`config.mk`:
```
export PLATFORM = sky130hd
export DESIGN_NAME = sd_cmd_tx
export DESIGN_NICKNAME = d
export VERILOG_FILES = /design/src/rtl/sd_pkg.sv /design/src/rtl/sd_crc7.sv /design/src/rtl/sd_cmd_tx.sv
export SDC_FILE = /design/constraint.sdc
export NUM_CORES = 1
export LEC_CHECK = 0
export ABC_CLOCK_PERIOD_IN_PS = 7120
export BUFFER_PORTS_ARGS = -buffer_cell sky130_fd_sc_hd__buf_2
export CAP_MARGIN = 20
export CORE_ASPECT_RATIO = 0.7
export CORE_MARGIN = 2
export CORE_UTILIZATION = 35
export CTS_CLUSTER_DIAMETER = 40
export DETAILED_ROUTE_END_ITERATION = 10
export GPL_TIMING_DRIVEN = 1
export HOLD_SLACK_MARGIN = 0.1
export PLACE_DENSITY = 0.62
export SKIP_CTS_REPAIR_TIMING = 1
export SLEW_MARGIN = 10
export SYNTH_ARGS = -nofsm -noshare
export SYNTH_HDL_FRONTEND = slang
export SYNTH_SLANG_ARGS = --single-unit
```
`constraint.sdc`:
```
create_clock -name clk -period 7.12 [get_ports clk]
set_input_delay 0.356 -clock clk [delete_from_list [all_inputs] [get_ports clk]]
set_output_delay 0.356 -clock clk [all_outputs]
set_load 0.05 [all_outputs]
```
`src/rtl/sd_pkg.sv`:
```
// Shared SD CMD-line definitions: frame geometry, CRC7 polynomial, TX states.
package sd_pkg;

  localparam int SD_CMD_FRAME_LEN = 48;
  localparam int SD_CRC7_LEN      = 7;
  // Bits 47..8 (start, transmission, index, argument) are the CRC-covered part.
  localparam int SD_CMD_BODY_LEN  = SD_CMD_FRAME_LEN - SD_CRC7_LEN - 1;

  localparam logic [6:0] SD_CRC7_POLY = 7'h09;  // x^7 + x^3 + 1

  localparam logic SD_START_BIT   = 1'b0;
  localparam logic SD_TX_BIT_HOST = 1'b1;  // transmission bit: host -> card
  localparam logic SD_END_BIT     = 1'b1;

  typedef enum logic [2:0] {
    TX_IDLE,
    TX_SEND,
    TX_CRC,
    TX_STOP,
    TX_GAP
  } sd_tx_state_e;

  // One serial CRC7 step: feedback is the incoming bit xor the current MSB.
  function automatic logic [6:0] sd_crc7_step(input logic [6:0] crc, input logic bit_in);
    logic fb;
    fb = bit_in ^ crc[6];
    return {crc[5:0], 1'b0} ^ (fb ? SD_CRC7_POLY : 7'h00);
  endfunction

endpackage

```
`src/rtl/sd_crc7.sv`:
```
// Serial CRC7 accumulator for SD CMD frames; usable on both TX and RX paths.
module sd_crc7
  import sd_pkg::*;
(
  input  logic       clk,
  input  logic       reset,
  input  logic       clear,
  input  logic       shift_en,
  input  logic       bit_in,
  output logic [6:0] crc
);

  logic [6:0] crc_q;
  logic [6:0] crc_d;

  // Next CRC: clear wins over shifting; otherwise hold.
  always_comb begin
    crc_d = crc_q;
    if (clear) begin
      crc_d = 7'h00;
    end else if (shift_en) begin
      crc_d = sd_crc7_step(crc_q, bit_in);
    end
  end

  // CRC register with synchronous reset.
  always_ff @(posedge clk) begin
    if (reset) begin
      crc_q <= 7'h00;
    end else begin
      crc_q <= crc_d;
    end
  end

  assign crc = crc_q;

endmodule

```
`src/rtl/sd_cmd_tx.sv`:
```
// Host SD command transmitter: serialises start/tx/index/arg, appends CRC7 and
// end bit, then holds CMD high for NCC_CYCLES en-cycles before releasing it.
module sd_cmd_tx
  import sd_pkg::*;
#(
  parameter int NCC_CYCLES = 8
) (
  input  logic        clk,
  input  logic        reset,
  input  logic        en,
  input  logic        start,
  input  logic [5:0]  cmd_index,
  input  logic [31:0] cmd_arg,
  output logic        sd_cmd_out,
  output logic        sd_cmd_oe,
  output logic        busy,
  output logic        finished
);

  // One counter serves the body, CRC and gap phases; size it for the longest.
  localparam int CNT_MAX = (NCC_CYCLES > SD_CMD_BODY_LEN) ? NCC_CYCLES : SD_CMD_BODY_LEN;
  localparam int CNT_W   = $clog2(CNT_MAX + 1);

  localparam logic [CNT_W-1:0] BODY_LAST = CNT_W'(SD_CMD_BODY_LEN - 1);
  localparam logic [CNT_W-1:0] CRC_LAST  = CNT_W'(SD_CRC7_LEN - 1);
  localparam logic [CNT_W-1:0] GAP_LAST  = CNT_W'(NCC_CYCLES - 1);

  sd_tx_state_e               state_q, state_d;
  logic [CNT_W-1:0]           cnt_q, cnt_d;
  logic [SD_CMD_BODY_LEN-1:0] shreg_q, shreg_d;
  logic                       finished_q, finished_d;

  logic       crc_clear;
  logic       crc_shift;
  logic [6:0] crc_val;
  logic [2:0] crc_sel;

  // The CRC only sees body bits; during the CRC phase it is frozen and the
  // counter picks which bit goes out, so no separate copy is needed.
  sd_crc7 u_crc7 (
    .clk      (clk),
    .reset    (reset),
    .clear    (crc_clear),
    .shift_en (crc_shift),
    .bit_in   (shreg_q[SD_CMD_BODY_LEN-1]),
    .crc      (crc_val)
  );

  // Next-state and output decode; outputs depend only on registered state.
  always_comb begin
    state_d    = state_q;
    cnt_d      = cnt_q;
    shreg_d    = shreg_q;
    finished_d = finished_q;
    crc_clear  = 1'b0;
    crc_shift  = 1'b0;
    crc_sel    = 3'(SD_CRC7_LEN - 1) - cnt_q[2:0];
    sd_cmd_out = 1'b1;
    sd_cmd_oe  = 1'b0;
    busy       = 1'b0;

    case (state_q)
      TX_IDLE: begin
        // Acceptance does not wait for en: the start bit is presented next cycle.
        if (start) begin
          state_d    = TX_SEND;
          cnt_d      = '0;
          shreg_d    = {SD_START_BIT, SD_TX_BIT_HOST, cmd_index, cmd_arg};
          crc_clear  = 1'b1;
          finished_d = 1'b0;
        end
      end

      TX_SEND: begin
        sd_cmd_out = shreg_q[SD_CMD_BODY_LEN-1];
        sd_cmd_oe  = 1'b1;
        busy       = 1'b1;
        if (en) begin
          crc_shift = 1'b1;
          shreg_d   = {shreg_q[SD_CMD_BODY_LEN-2:0], 1'b0};
          if (cnt_q == BODY_LAST) begin
            state_d = TX_CRC;
            cnt_d   = '0;
          end else begin
            cnt_d = cnt_q + 1'b1;
          end
        end
      end

      TX_CRC: begin
        sd_cmd_out = crc_val[crc_sel];
        sd_cmd_oe  = 1'b1;
        busy       = 1'b1;
        if (en) begin
          if (cnt_q == CRC_LAST) begin
            state_d = TX_STOP;
            cnt_d   = '0;
          end else begin
            cnt_d = cnt_q + 1'b1;
          end
        end
      end

      TX_STOP: begin
        sd_cmd_out = SD_END_BIT;
        sd_cmd_oe  = 1'b1;
        busy       = 1'b1;
        if (en) begin
          state_d = TX_GAP;
          cnt_d   = '0;
        end
      end

      TX_GAP: begin
        sd_cmd_out = 1'b1;
        sd_cmd_oe  = 1'b1;
        busy       = 1'b1;
        if (en) begin
          if (cnt_q == GAP_LAST) begin
            state_d    = TX_IDLE;
            cnt_d      = '0;
            finished_d = 1'b1;
          end else begin
            cnt_d = cnt_q + 1'b1;
          end
        end
      end

      default: begin
        state_d = TX_IDLE;
        cnt_d   = '0;
      end
    endcase
  end

  // State registers; reset aborts any frame in progress on the next edge.
  always_ff @(posedge clk) begin
    if (reset) begin
      state_q    <= TX_IDLE;
      cnt_q      <= '0;
      shreg_q    <= '0;
      finished_q <= 1'b0;
    end else begin
      state_q    <= state_d;
      cnt_q      <= cnt_d;
      shreg_q    <= shreg_d;
      finished_q <= finished_d;
    end
  end

  assign finished = finished_q;

endmodule

```
# Yosys cells after proc, flatten, opt, wreduce, memory -nomap -nowiden
# Cells that the tools add are included.
[op_classes]
addsub = 2
magnitude_cmp = 1
eq_ne = 15
muxes = 34
bitwise = 2
reduce_logical = 9
[op_table]
columns = ["op", "count"]
rows = [
  ["40-bit two-way mux", 2],
  ["40-bit one-hot mux with 2 select lines", 1],
  ["6-bit two-way mux", 8],
  ["6-bit one-hot mux with 5 select lines", 1],
  ["3-bit two-way mux", 8],
  ["2-bit != test, second input constant", 8],
  ["3-bit one-hot mux with 5 select lines", 1],
  ["6-bit by 3-bit equality test with 1-bit output, second input constant", 2],
  ["1-bit two-way mux", 9],
  ["8-bit AND reduction", 1],
  ["7-bit XOR", 1],
  ["6-bit by 1-bit adder with 6-bit output, second input constant", 1],
  ["3-bit by 2-bit equality test with 1-bit output, second input constant", 2],
  ["6-bit equality test, second input constant", 1],
  ["5-bit AND reduction", 1],
  ["3-bit by 4-bit < comparator with 1-bit output, second input constant", 1],
  ["4-bit two-way mux", 1],
  ["1-bit one-hot mux with 2 select lines", 2],
  ["4-bit AND reduction", 1],
  ["2-bit nonzero test", 2],
  ["4-bit OR reduction", 1],
  ["1-bit binary-select mux with 3-bit select", 1],
  ["3-bit by 1-bit equality test with 1-bit output, second input constant", 1],
  ["3-bit equality test, second input constant", 1],
  ["5 further kinds", 5],
]
[word_totals]
ff_bits = 57
wordCells = 68

# Longest topological paths before layout
# Gate-level depths: netlist of run 1.
[logic_depth]
word_depth = 4
mapped_depth = 8

# By module
# From an unflattened synthesis of run 1, not the netlist that was laid out.
[unflattened]
hier_cells = 302
hier_area_um2 = 3006.6
[modules_own_cells]
columns = ["mod", "instances", "cells_per_inst", "area_each_um2", "seq_area_each_um2"]
rows = [
  ["sd_cmd_tx", 1, 274, 2730.1, 1001.0],
  ["sd_crc7", 1, 28, 276.5, 140.1],
]

# Worst setup path before layout of run 1
# Ideal clock, no wire load.
[synth_timing]
path_kind = "flip-flop to output port"
startpoint = "reg cnt_q[0]"
endpoint = "out sd_cmd_out"
arrival_ns = 2.316
setup_slack_ns = 4.448
stages_incl_launch_ff = 7
path_buffers = 1
cell_sequence = "dfxtp_1 > ha_1 > buf_2 > xnor2_1 > mux4_2 > or4b_1 > a31o_1"
[synth_between]
elab_chain_len = 4
[synth_rtl]
columns = ["element", "line_no", "text"]
rows = [
  ["from (decl)", "sd_cmd_tx.sv:29", "logic [CNT_W-1:0] cnt_q, cnt_d;"],
  ["from (signal assigned)", "sd_cmd_tx.sv:145", "cnt_q <= cnt_d;"],
  ["3-bit subtractor", "sd_cmd_tx.sv:57", "crc_sel = 3'(SD_CRC7_LEN - 1) - cnt_q[2:0];"],
  ["1-bit binary-select mux with 3-bit select", "sd_cmd_tx.sv:91", "sd_cmd_out = crc_val[crc_sel];"],
  ["1-bit two-way mux (not written as such)", "sd_cmd_tx.sv:91", ""],
  ["1-bit one-hot mux with 2 select lines", "sd_cmd_tx.sv:62", "case (state_q)"],
  ["to (decl)", "sd_cmd_tx.sv:14", "output logic sd_cmd_out,"],
]
# No other way between the ends. The select of a mux whose other input is x is not followed.

# Worst setup path after layout of run 1
# Ends and elaborated chain as after synthesis.

==> results of run 1 <==
==> final timing paths <==
kind,start,endpoint,slack (ns),depth (start not counted)
setup / recovery,cnt_q[0],sd_cmd_out,3.95,6
hold / removal,cmd_arg[0],shreg_q[0],0.28,3
setup reg to reg,state_q[1],cnt_q[1],4.34,5
hold reg to reg,shreg_q[38],shreg_q[39],0.46,2
==> routing by layer <==
layer	vias to the layer above	wire length (um)	share of wire
li1	1181	-	-
met1	1041	3220	0.54
met2	42	2500	0.42
met3	6	215	0.036
met4	0	75	0.012
met5	-	0	0
==> layout make-up <==
cell class / count / area [um2]
multi-input cells: 217 / 1470
flip-flops and latches: 57 / 1140
inverters: 6 / 22.5
clock buffers: 12 / 256
clock inverters: 4 / 75.1
repair buffers: 47 / 240
fillers: 761 / 4470
well taps: 101 / 126
==> where the power goes <==
group          internal (uW)  total [uW]  switching (uW)
clock                    325         466             141
combinational           60.8         146            85.4
sequential               350         369            18.6
total                    736         981             245
==> critical path, stage by stage, from the launching register on <==
cell     delay (ns)
dfxtp_1        0.34
ha_1           0.34
xnor2_1        0.40
mux4_2         0.54
or4b_1         0.46
a31o_1         0.21
buf_2          0.20
==> state kept, by name, summed over array words and instances, names as in the netlist <==
name        flops
shreg_q        40
u_crc7.crc      7
cnt_q           6
state_q         3
finished        1
==> placed cells by master, fill, tap and decap left out, drive strengths merged, types with 2 or more instances in the layout <==
master,instances
or4b,2
a31oi,5
nand4,2
a21oi,11
inv,6
xnor2,5
clkbuf,12
nor3,2
a211oi,41
nor2,44
dfxtp,57
or3,3
clkinvlp,2
mux2i,40
bufinv,2
or3b,3
buf,47
o21ai,8
ha,2
and2,3
nor3b,3
nand2,21
nand3,5
a311oi,2
==> kinds of logic (layout without fill, tap and decap cells) <==
family / count (synthesis) / in the layout / synth area share
buffers and inverters: 35 / 69 / 0.0642
XOR/XNOR: 5 / 5 / 0.0157
adder cells (fa/ha/maj): 2 / 2 / 0.00898
flip-flops: 57 / 57 / 0.409
AO/OA/AOI/OAI: 76 / 76 / 0.190
AND/OR/NAND/NOR: 93 / 93 / 0.160
multiplexers: 41 / 41 / 0.152
==> stage by stage <==
step           hold slack [ns]  area (um2)   util  cells
3_3_place_gp             0.443        3000  0.384    428
5_1_grt                  0.282        3330  0.427    444
3_5_place_dp             0.456        3000  0.384    428
6_report                 0.282        3330  0.427    444
4_1_cts                  0.268        3330  0.427    444
2_1_floorplan            0.432        2790      -    309
==> results by group, run 1 <==
Cells and area
  • Inserted Diodes: 0
  • Area Overhead vs Synth: 19.4%
  • Fraction of layout cells with a size suffix above 1: 0.204
  • Nets@finish: 382

Floorplan
  • # rows: 27
  • Initial core utilization: 0.357
  • Core region area: between 7000 and 8000 um2
  • Die Y: 78.7 um
  • Full die area: about 8700 um2
  • I/O pins: 46
  • Chip Width: 111 um

Global route
  • Initial antenna violation count: 0
  • Gr busiest metal: met1
  • GR Util met2: 0.201
  • GRT overflow: 0
  • M3 GR Usage: 0.0448
  • First-pass GRT wire length: 10,200 um
  • GR Util met1: 0.207
  • GRT Total Usage: 0.146
  • Vias in the first global route: approximately 2,100
  • Largest net degree at the start of global routing: 75

Drt
  • Vias/cell: 5.11
  • DRC: 0
  • WL per Instance: roughly 14 um
  • Drt initial violations: 119
  • Final WL: 6010 um
  • Antenna Violating Nets Remaining: 0
  • Router iterations before antenna repair: 4
  • Total number of vias: about 2,300

Timing
  • Max transition margin: 0.376
  • Fmax: 316 MHz
  • Final Setup Violations: 0
  • Fin Setup TNS: 0 ns
  • Minimum clock period: 3.17 ns
  • RSZ-0062 raised after global routing: no
  • PnR worst setup slack: 3.95 ns
  • Setup Skew: roughly 0.0054 ns
  • Tcrit/Tclk final: 0.445
  • Final hold violation count: 0
  • Measured slew at the worst slew-check pin: 0.933 ns
  • Fin. max-slew vios: 0

Setup path
  • WP data required: 6.76 ns
  • Critical path arrival: roughly 2.8 ns
  • Startpoint Class: flop
  • CP Max Fanout: 9
  • CP Class: flop to output port
  • Crit end category: output port

Place
  • Post-detail-place hpwl: 4050 um
  • Placer congestion estimate: 0.865
  • Input/output buffers: 45
  • Pre-CTS WS: 4.28 ns

Power
  • Total Power: a little under 1000 uW
  • PwrDens: slightly below 300 nW/um2
  • Worst vdd ir: 0.130 mV
  • Leakage: 0.00142 uW

Synth
  • Syn Nets: 353
  • Top_reg_cell synth: dfxtp_1
  • Post-synth EDFFs: 0
  • YS warnings: 0
  • Post-synth top cells: 57 x dfxtp_1, 43 x nor2_1, 41 x a211oi_1
  • Post-synth ARST share: 0
  • Post-synthesis sequential area ratio: 0.409
  • Mapped Area: 2790 um2
  • Most frequent cell after synthesis: dfxtp_1
  • Area leader, netlist: dfxtp_1
  • Yosys cell types: 44
  • Synthesis-stage register bit count: 57
  • Mean Syn Cell Area: 9.02 um2
  • Yosys top cell area share: 0.409
  • Gate Count Post-Synth: between 300 and 400
  • Largest cells by area after synthesis: dfxtp_1 41%, mux2i_1 14%, a211oi_1 11%, nor2_1 5.8%, nand2_1 2.7%

Run
  • Max-Cap Viols: 0

Clock network
  • Clk sink count: 57
  • Root Buffer: clkbuf_16
  • CTS tree: done
  • CTS max path bufs: 2
  • Skew-Pair Late Insertion Delay: just over 0.3 ns
  • CTS Buf Count: 9
  • H-tree levels: 3
  • Register clock-pin slew on the reported worst setup and hold paths: ~0.05 ns

Outcome
  • Run status: complete, no violations

Min path
  • Hold Crit Class: input pin to flop
Note: power is estimated with default switching activity, not from simulation.
==> run 2: changes to the inputs <==
ABC_CLOCK_PERIOD_IN_PS = 2750   (was 7120)
PLACE_DENSITY = 0.64   (was 0.62)
clock period = 2.75 ns   (was 7.12 ns; I/O delays follow)
==> run 2 against run 1 <==
  * Critical path type unchanged
  * Clock-buffer cell count is 1 lower
  * Hold slack worse by 0.13 ns
  * Die area did not move
  * Sequential power rose to 2.6 times the previous value
  * Clock skew shrank 0.0014 ns
  * Final cell count grew 1.4%
  * Setup slack got worse by 3.8 ns
==> results by group, run 2 (synthesized netlist as in run 1, its figures left out) <==
Drt
  • DRC: 0 (unchanged)
  • WL per Instance: 13.9 um (+3.0%)
  • Total number of vias: 2,309 (+1.7%)
  • Final WL: 6280 um (+4.4%)
  • Drt initial violations: 147 (+24%)
  • Vias/cell: 5.13 (+0.36%)
  • Antenna Violating Nets Remaining: 0 (unchanged)
  • Router iterations before antenna repair: 4 (unchanged)

Place
  • Placer congestion estimate: 0.827 (-4.3%)
  • Input/output buffers: 45 (unchanged)
  • Post-detail-place hpwl: 4180 um (+3.4%)
  • Dpl cell area: 3060 um2 (+2.1%)
  • Pre-CTS WS: 0.369 ns (-3.91 ns)

Clock network
  • Clk sink count: 57 (unchanged)
  • Skew-Pair Late Insertion Delay: 0.32 ns (about the same)
  • H-tree levels: 3 (unchanged)
  • CTS tree: done
  • Root Buffer: clkbuf_16
  • Register clock-pin slew on the reported worst setup and hold paths: 0.05 ns (about the same)
  • CTS max path bufs: 2 (unchanged)
  • CTS Buf Count: 9 (unchanged)

Floorplan
  • Chip Width: 111 um (unchanged)
  • I/O pins: 46 (unchanged)
  • # rows: 27 (unchanged)
  • Initial core utilization: 0.357 (unchanged)
  • Core region area: 7800 um2 (unchanged)
  • Full die area: 8710 um2 (unchanged)
  • Die Y: 78.7 um (unchanged)

Timing
  • RSZ-0062 raised after global routing: no
  • Fin. max-slew vios: 0 (unchanged)
  • Fmax: about 380 MHz
  • Fin Setup TNS: 0 ns (unchanged)
  • Minimum clock period: 2.61 ns
  • Setup Skew: 0.00404 ns (-0.00135 ns)
  • Final Setup Violations: 0 (unchanged)
  • Max transition margin: 0.597 (+0.221)
  • Measured slew at the worst slew-check pin: 0.604 ns (-0.329 ns)
  • Final hold violation count: 0 (unchanged)
  • Tcrit/Tclk final: 0.947
  • PnR worst setup slack: 0.145 ns (-3.81 ns)

Global route
  • Vias in the first global route: 2,123 (+2.2%)
  • First-pass GRT wire length: 10,800 um (+6.0%)
  • Initial antenna violation count: 0 (unchanged)
  • GRT overflow: 0 (unchanged)
  • GRT Total Usage: 0.155 (+0.00972)
  • Largest net degree at the start of global routing: 75 (unchanged)

Cells and area
  • Max reg flops: 40 (unchanged)
  • Most common cell after layout, fill and taps aside: dfxtp_1
  • Area Overhead vs Synth: 22.4%
  • Fraction of layout cells with a size suffix above 1: 0.223 (+0.0194)
  • Most frequent cells in the layout: 57 x dfxtp_1, 44 x buf_2, 43 x nor2_1
  • Most flops, register: shreg_q
  • Inserted Diodes: 0 (unchanged)
  • Nets@finish: 388 (+1.6%)
  • Post-route cell area: 3410 um2 (+2.5%)

Power
  • Sw power: 653 uW (+170%)
  • Int Pwr: 1920 uW (+160%)
  • Clock share of power: 0.472 (-0.003)
  • Net Sw Frac: 0.254 (+0.00414)
  • Reg power frac: 0.371 (-0.005)
  • PwrDens: 753 nW/um2 (+160%)
  • Worst vdd ir: 0.307 mV (+140%)
  • Leakage: 0.00147 uW (+3.1%)
  • Comb power frac: 0.156 (+0.007)
  • Total Power: 2570 uW (+160%)

Setup path
  • WP data required: 2.61 ns (-4.15 ns)
  • Crit end category: output port
  • Startpoint Class: flop
  • Crit-path cells: ha_2 -> xnor2_2 -> mux4_2 -> or4b_1 -> a31o_1 -> buf_4
  • Worst path slowest cell: mux4_2
  • Critical path arrival: 2.47 ns (-0.34 ns)
  • Buffers & Inverters on Critical Path: 1 (unchanged)
  • CP Max Fanout: 5 (-4)
  • Slowest stage delay, CP: 0.51 ns (-0.03 ns)
  • Worst path top cell family by delay: multiplexers
  • CP Class: flop to output port

Run
  • Max-Cap Viols: 0 (unchanged)

Outcome
  • Run status: complete, no violations

Min path
  • Hold Crit Class: input pin to flop
run 2: cell types whose count changed in the layout (fill, tap and decap cells not counted), sizes merged:
cell and delta:
clkinvlp -1, buf +5, clkbuf -1, clkinv +2, dlygate4sd3 +1
run 2: final cells by class:
class	count	area (um2)
well taps	101	126
multi-input cells	217	1480
clock inverters	5	77.6
fillers	782	4390
flip-flops and latches	57	1140
repair buffers	53	315
inverters	6	22.5
clock buffers	11	253
run 2: final timing paths:
check                   start           to  depth (start not counted)  slack, ns
setup / recovery     cnt_q[0]   sd_cmd_out                          6       0.14
hold / removal    cmd_arg[31]  shreg_q[31]                          3       0.16
setup reg to reg   state_q[0]  shreg_q[19]                          4       0.56
hold reg to reg   shreg_q[38]  shreg_q[39]                          2       0.46
run 2: power by group through the flow:
stage | Sequential, uW | Combinational [uW] | Clock [uW]
final | 955 | 402 | 1210
after global routing | 967 | 451 | 1280
after CTS | 955 | 402 | 1240
after detailed placement | 971 | 398 | 0
after global placement | 968 | 390 | 0
after floorplan | 952 | 330 | 0
run 2: layer usage:
| metal | share of wire | wire length [um] | up-vias | track usage |
|---|---|---|---|---|
| met5 | 0 | 0 | - | 0 |
| met1 | 0.52 | 3280 | 1062 | 0.218 |
| met4 | 0.015 | 97 | 0 | 0.0600 |
| li1 | - | - | 1193 | - |
| met2 | 0.42 | 2610 | 46 | 0.220 |
| met3 | 0.046 | 286 | 8 | 0.0486 |
run 2: metrics by stage:
stage | hold slack, ns | utilization | instances
after global routing | 0.167 | 0.437 | 450
after CTS | 0.0524 | 0.435 | 449
final | 0.156 | 0.437 | 450
after floorplan | 0.274 | - | 309
after detailed placement | 0.396 | 0.392 | 433
after global placement | 0.385 | 0.392 | 433
run 2: tightest hold or removal path, stage by stage:
cell and delay [ns]:
buf_2 0.09, mux2i_1 0.12, a211oi_1 0.08
==> run 3: changes to the inputs <==
==> constraint.sdc (replaced) <==
create_clock -name clk -period 2.75 [get_ports clk]
set_input_delay 0.275 -clock clk [delete_from_list [all_inputs] [get_ports clk]]
set_output_delay 0.275 -clock clk [all_outputs]
set_load 0.05 [all_outputs]
==> run 3 against run 2 <==
  * Hold slack better by 0.043 ns
  * Critical path depth unchanged
  * Register-to-register slack gained 0.11 ns
  * Sequential cell count unchanged
  * Final cell count rose by 0.67%
  * Cell area rose by 1.6%
  * Global-route usage fell by 0.18 points
  * Sequential share of layout area shrank 0.46 points
  * Maximum frequency fell by 3.1%
==> results by group, run 3 (synthesized netlist as in run 1, its figures left out) <==
Outcome
  • Run status: complete, no violations

Power
  • Clock share of power: 0.471 (about the same)
  • Total Power: 2580 uW (+0.34%)
  • Comb power frac: 0.161 (+0.005)
  • Worst vdd ir: 0.331 mV (+7.5%)
  • Reg power frac: 0.368 (-0.003)
  • Int Pwr: 1950 uW (+1.6%)
  • Net Sw Frac: 0.245 (-0.00902)
  • Leakage: 0.00149 uW (+1.8%)
  • Sw power: 632 uW (-3.2%)
  • PwrDens: 744 nW/um2 (-1.2%)

Setup path
  • Slowest stage delay, CP: 0.52 ns (about the same)
  • Crit-path cells: ha_4 -> xnor2_4 -> mux4_2 -> or4b_1 -> a31o_1 -> buf_6
  • Buffers & Inverters on Critical Path: 1 (unchanged)
  • Worst path top cell family by delay: multiplexers
  • CP Max Fanout: 5 (unchanged)
  • Worst path slowest cell: mux4_2
  • Crit end category: output port
  • WP data required: 2.48 ns (-0.13 ns)
  • Startpoint Class: flop
  • CP Class: flop to output port
  • Critical path arrival: 2.41 ns (-0.06 ns)

Drt
  • Vias/cell: 5.17 (+0.67%)
  • Router iterations before antenna repair: 4 (unchanged)
  • DRC: 0 (unchanged)
  • Total number of vias: 2,340 (+1.3%)
  • WL per Instance: 13.7 um (-1.5%)
  • Final WL: 6230 um (-0.81%)
  • Antenna Violating Nets Remaining: 0 (unchanged)
  • Drt initial violations: 224 (+52%)

Place
  • Input/output buffers: 45 (unchanged)
  • Placer congestion estimate: 0.808 (-2.3%)
  • Dpl cell area: 3090 um2 (+0.98%)
  • Post-detail-place hpwl: 4360 um (+4.3%)

Cells and area
  • Fraction of layout cells with a size suffix above 1: 0.236 (+0.0123)
  • Max reg flops: 40 (unchanged)
  • Inserted Diodes: 0 (unchanged)
  • Most frequent cells in the layout: 55 x dfxtp_1, 44 x buf_2, 43 x nor2_1
  • Post-route cell area: 3470 um2 (+1.6%)
  • Most common cell after layout, fill and taps aside: dfxtp_1
  • Nets@finish: 392 (+1.0%)
  • Most flops, register: shreg_q
  • Area Overhead vs Synth: 24.4%

Run
  • Max-Cap Viols: 0 (unchanged)

Timing
  • Final hold violation count: 0 (unchanged)
  • Tcrit/Tclk final: 0.978 (+0.0304)
  • RSZ-0062 raised after global routing: no
  • Max transition margin: 0.586 (-0.0110)
  • Fmax: 372 MHz (-3.1%)
  • Final Setup Violations: 0 (unchanged)
  • Fin. max-slew vios: 0 (unchanged)
  • Minimum clock period: 2.69 ns (+0.0835 ns)
  • Setup Skew: 0.00611 ns (+0.00207 ns)
  • Measured slew at the worst slew-check pin: 0.621 ns (+0.0173 ns)

Floorplan
  • Die Y: 78.7 um (unchanged)
  • Full die area: 8710 um2 (unchanged)
  • Initial core utilization: 0.357 (unchanged)
  • Chip Width: 111 um (unchanged)
  • I/O pins: 46 (unchanged)
  • Core region area: 7800 um2 (unchanged)
  • # rows: 27 (unchanged)

Clock network
  • Root Buffer: clkbuf_16
  • H-tree levels: 3 (unchanged)
  • CTS max path bufs: 2 (unchanged)
  • CTS Buf Count: 9 (unchanged)
  • Skew-Pair Late Insertion Delay: 0.32 ns (about the same)
  • Register clock-pin slew on the reported worst setup and hold paths: 0.05 ns (about the same)
  • Clk sink count: 57 (unchanged)
  • CTS tree: done

Global route
  • GRT Total Usage: 0.153 (-0.00183)
  • Vias in the first global route: 2,131 (+0.38%)
  • Initial antenna violation count: 0 (unchanged)
  • Largest net degree at the start of global routing: 37 (-51%)
  • First-pass GRT wire length: 10,700 um (-0.96%)
  • GRT overflow: 0 (unchanged)

Min path
  • Hold Crit Class: input pin to flop
==> run 3: worst min-delay path: stages <==
cell and delay, ns:
buf_2 0.10, nand2_1 0.05, a21oi_1 0.05
==> run 3: area by class of cell <==
class,instances,area [um2]
Inverter,6,22.5
Sequential cell,57,1140
Multi-Input combinational cell,217,1500
Clock inverter,2,60.1
Timing Repair Buffer,57,347
Fill cell,734,4340
Tap cell,101,126
Clock buffer,13,270
==> run 3: path summary, 6_finish.rpt <==
path / endpoint / slack, ns / from / cells after the start
min reg2reg: shreg_q[39] / 0.46 / shreg_q[38] / 2
max reg2reg: shreg_q[13] / 0.67 / state_q[0] / 5
min: shreg_q[0] / 0.20 / cmd_arg[0] / 3
max: sd_cmd_out / 0.06 / cnt_q[0] / 6
==> run 3: power by group through the flow <==
stage	Combinational (uW)	Clock, uW	Sequential [uW]
2_1_floorplan	330	0	952
3_3_place_gp	407	0	960
3_5_place_dp	411	0	963
4_1_cts	413	1240	948
5_1_grt	466	1280	956
6_report	416	1220	949
==> run 3: per-layer routing <==
layer  share of wire  track usage  vias up
li1                -            -     1198
met1            0.54        0.228     1076
met2            0.39        0.200       57
met3           0.052       0.0425        9
met4           0.019       0.0725        0
met5               0            0        -
==> run 3: through the flow <==
step / hold WS (ns) / instances / setup TNS [ns] / setup slack, ns / util
after detailed placement: 0.449 / 437 / 0 / 0.216 / 0.396
after global routing: 0.198 / 453 / 0 / 0.0133 / 0.444
after CTS: 0.188 / 452 / -0.131 / -0.131 / 0.438
after global placement: 0.444 / 437 / 0 / 0.311 / 0.396
final: 0.200 / 453 / 0 / 0.0610 / 0.444
after floorplan: 0.411 / 309 / 0 / 0.159 / -
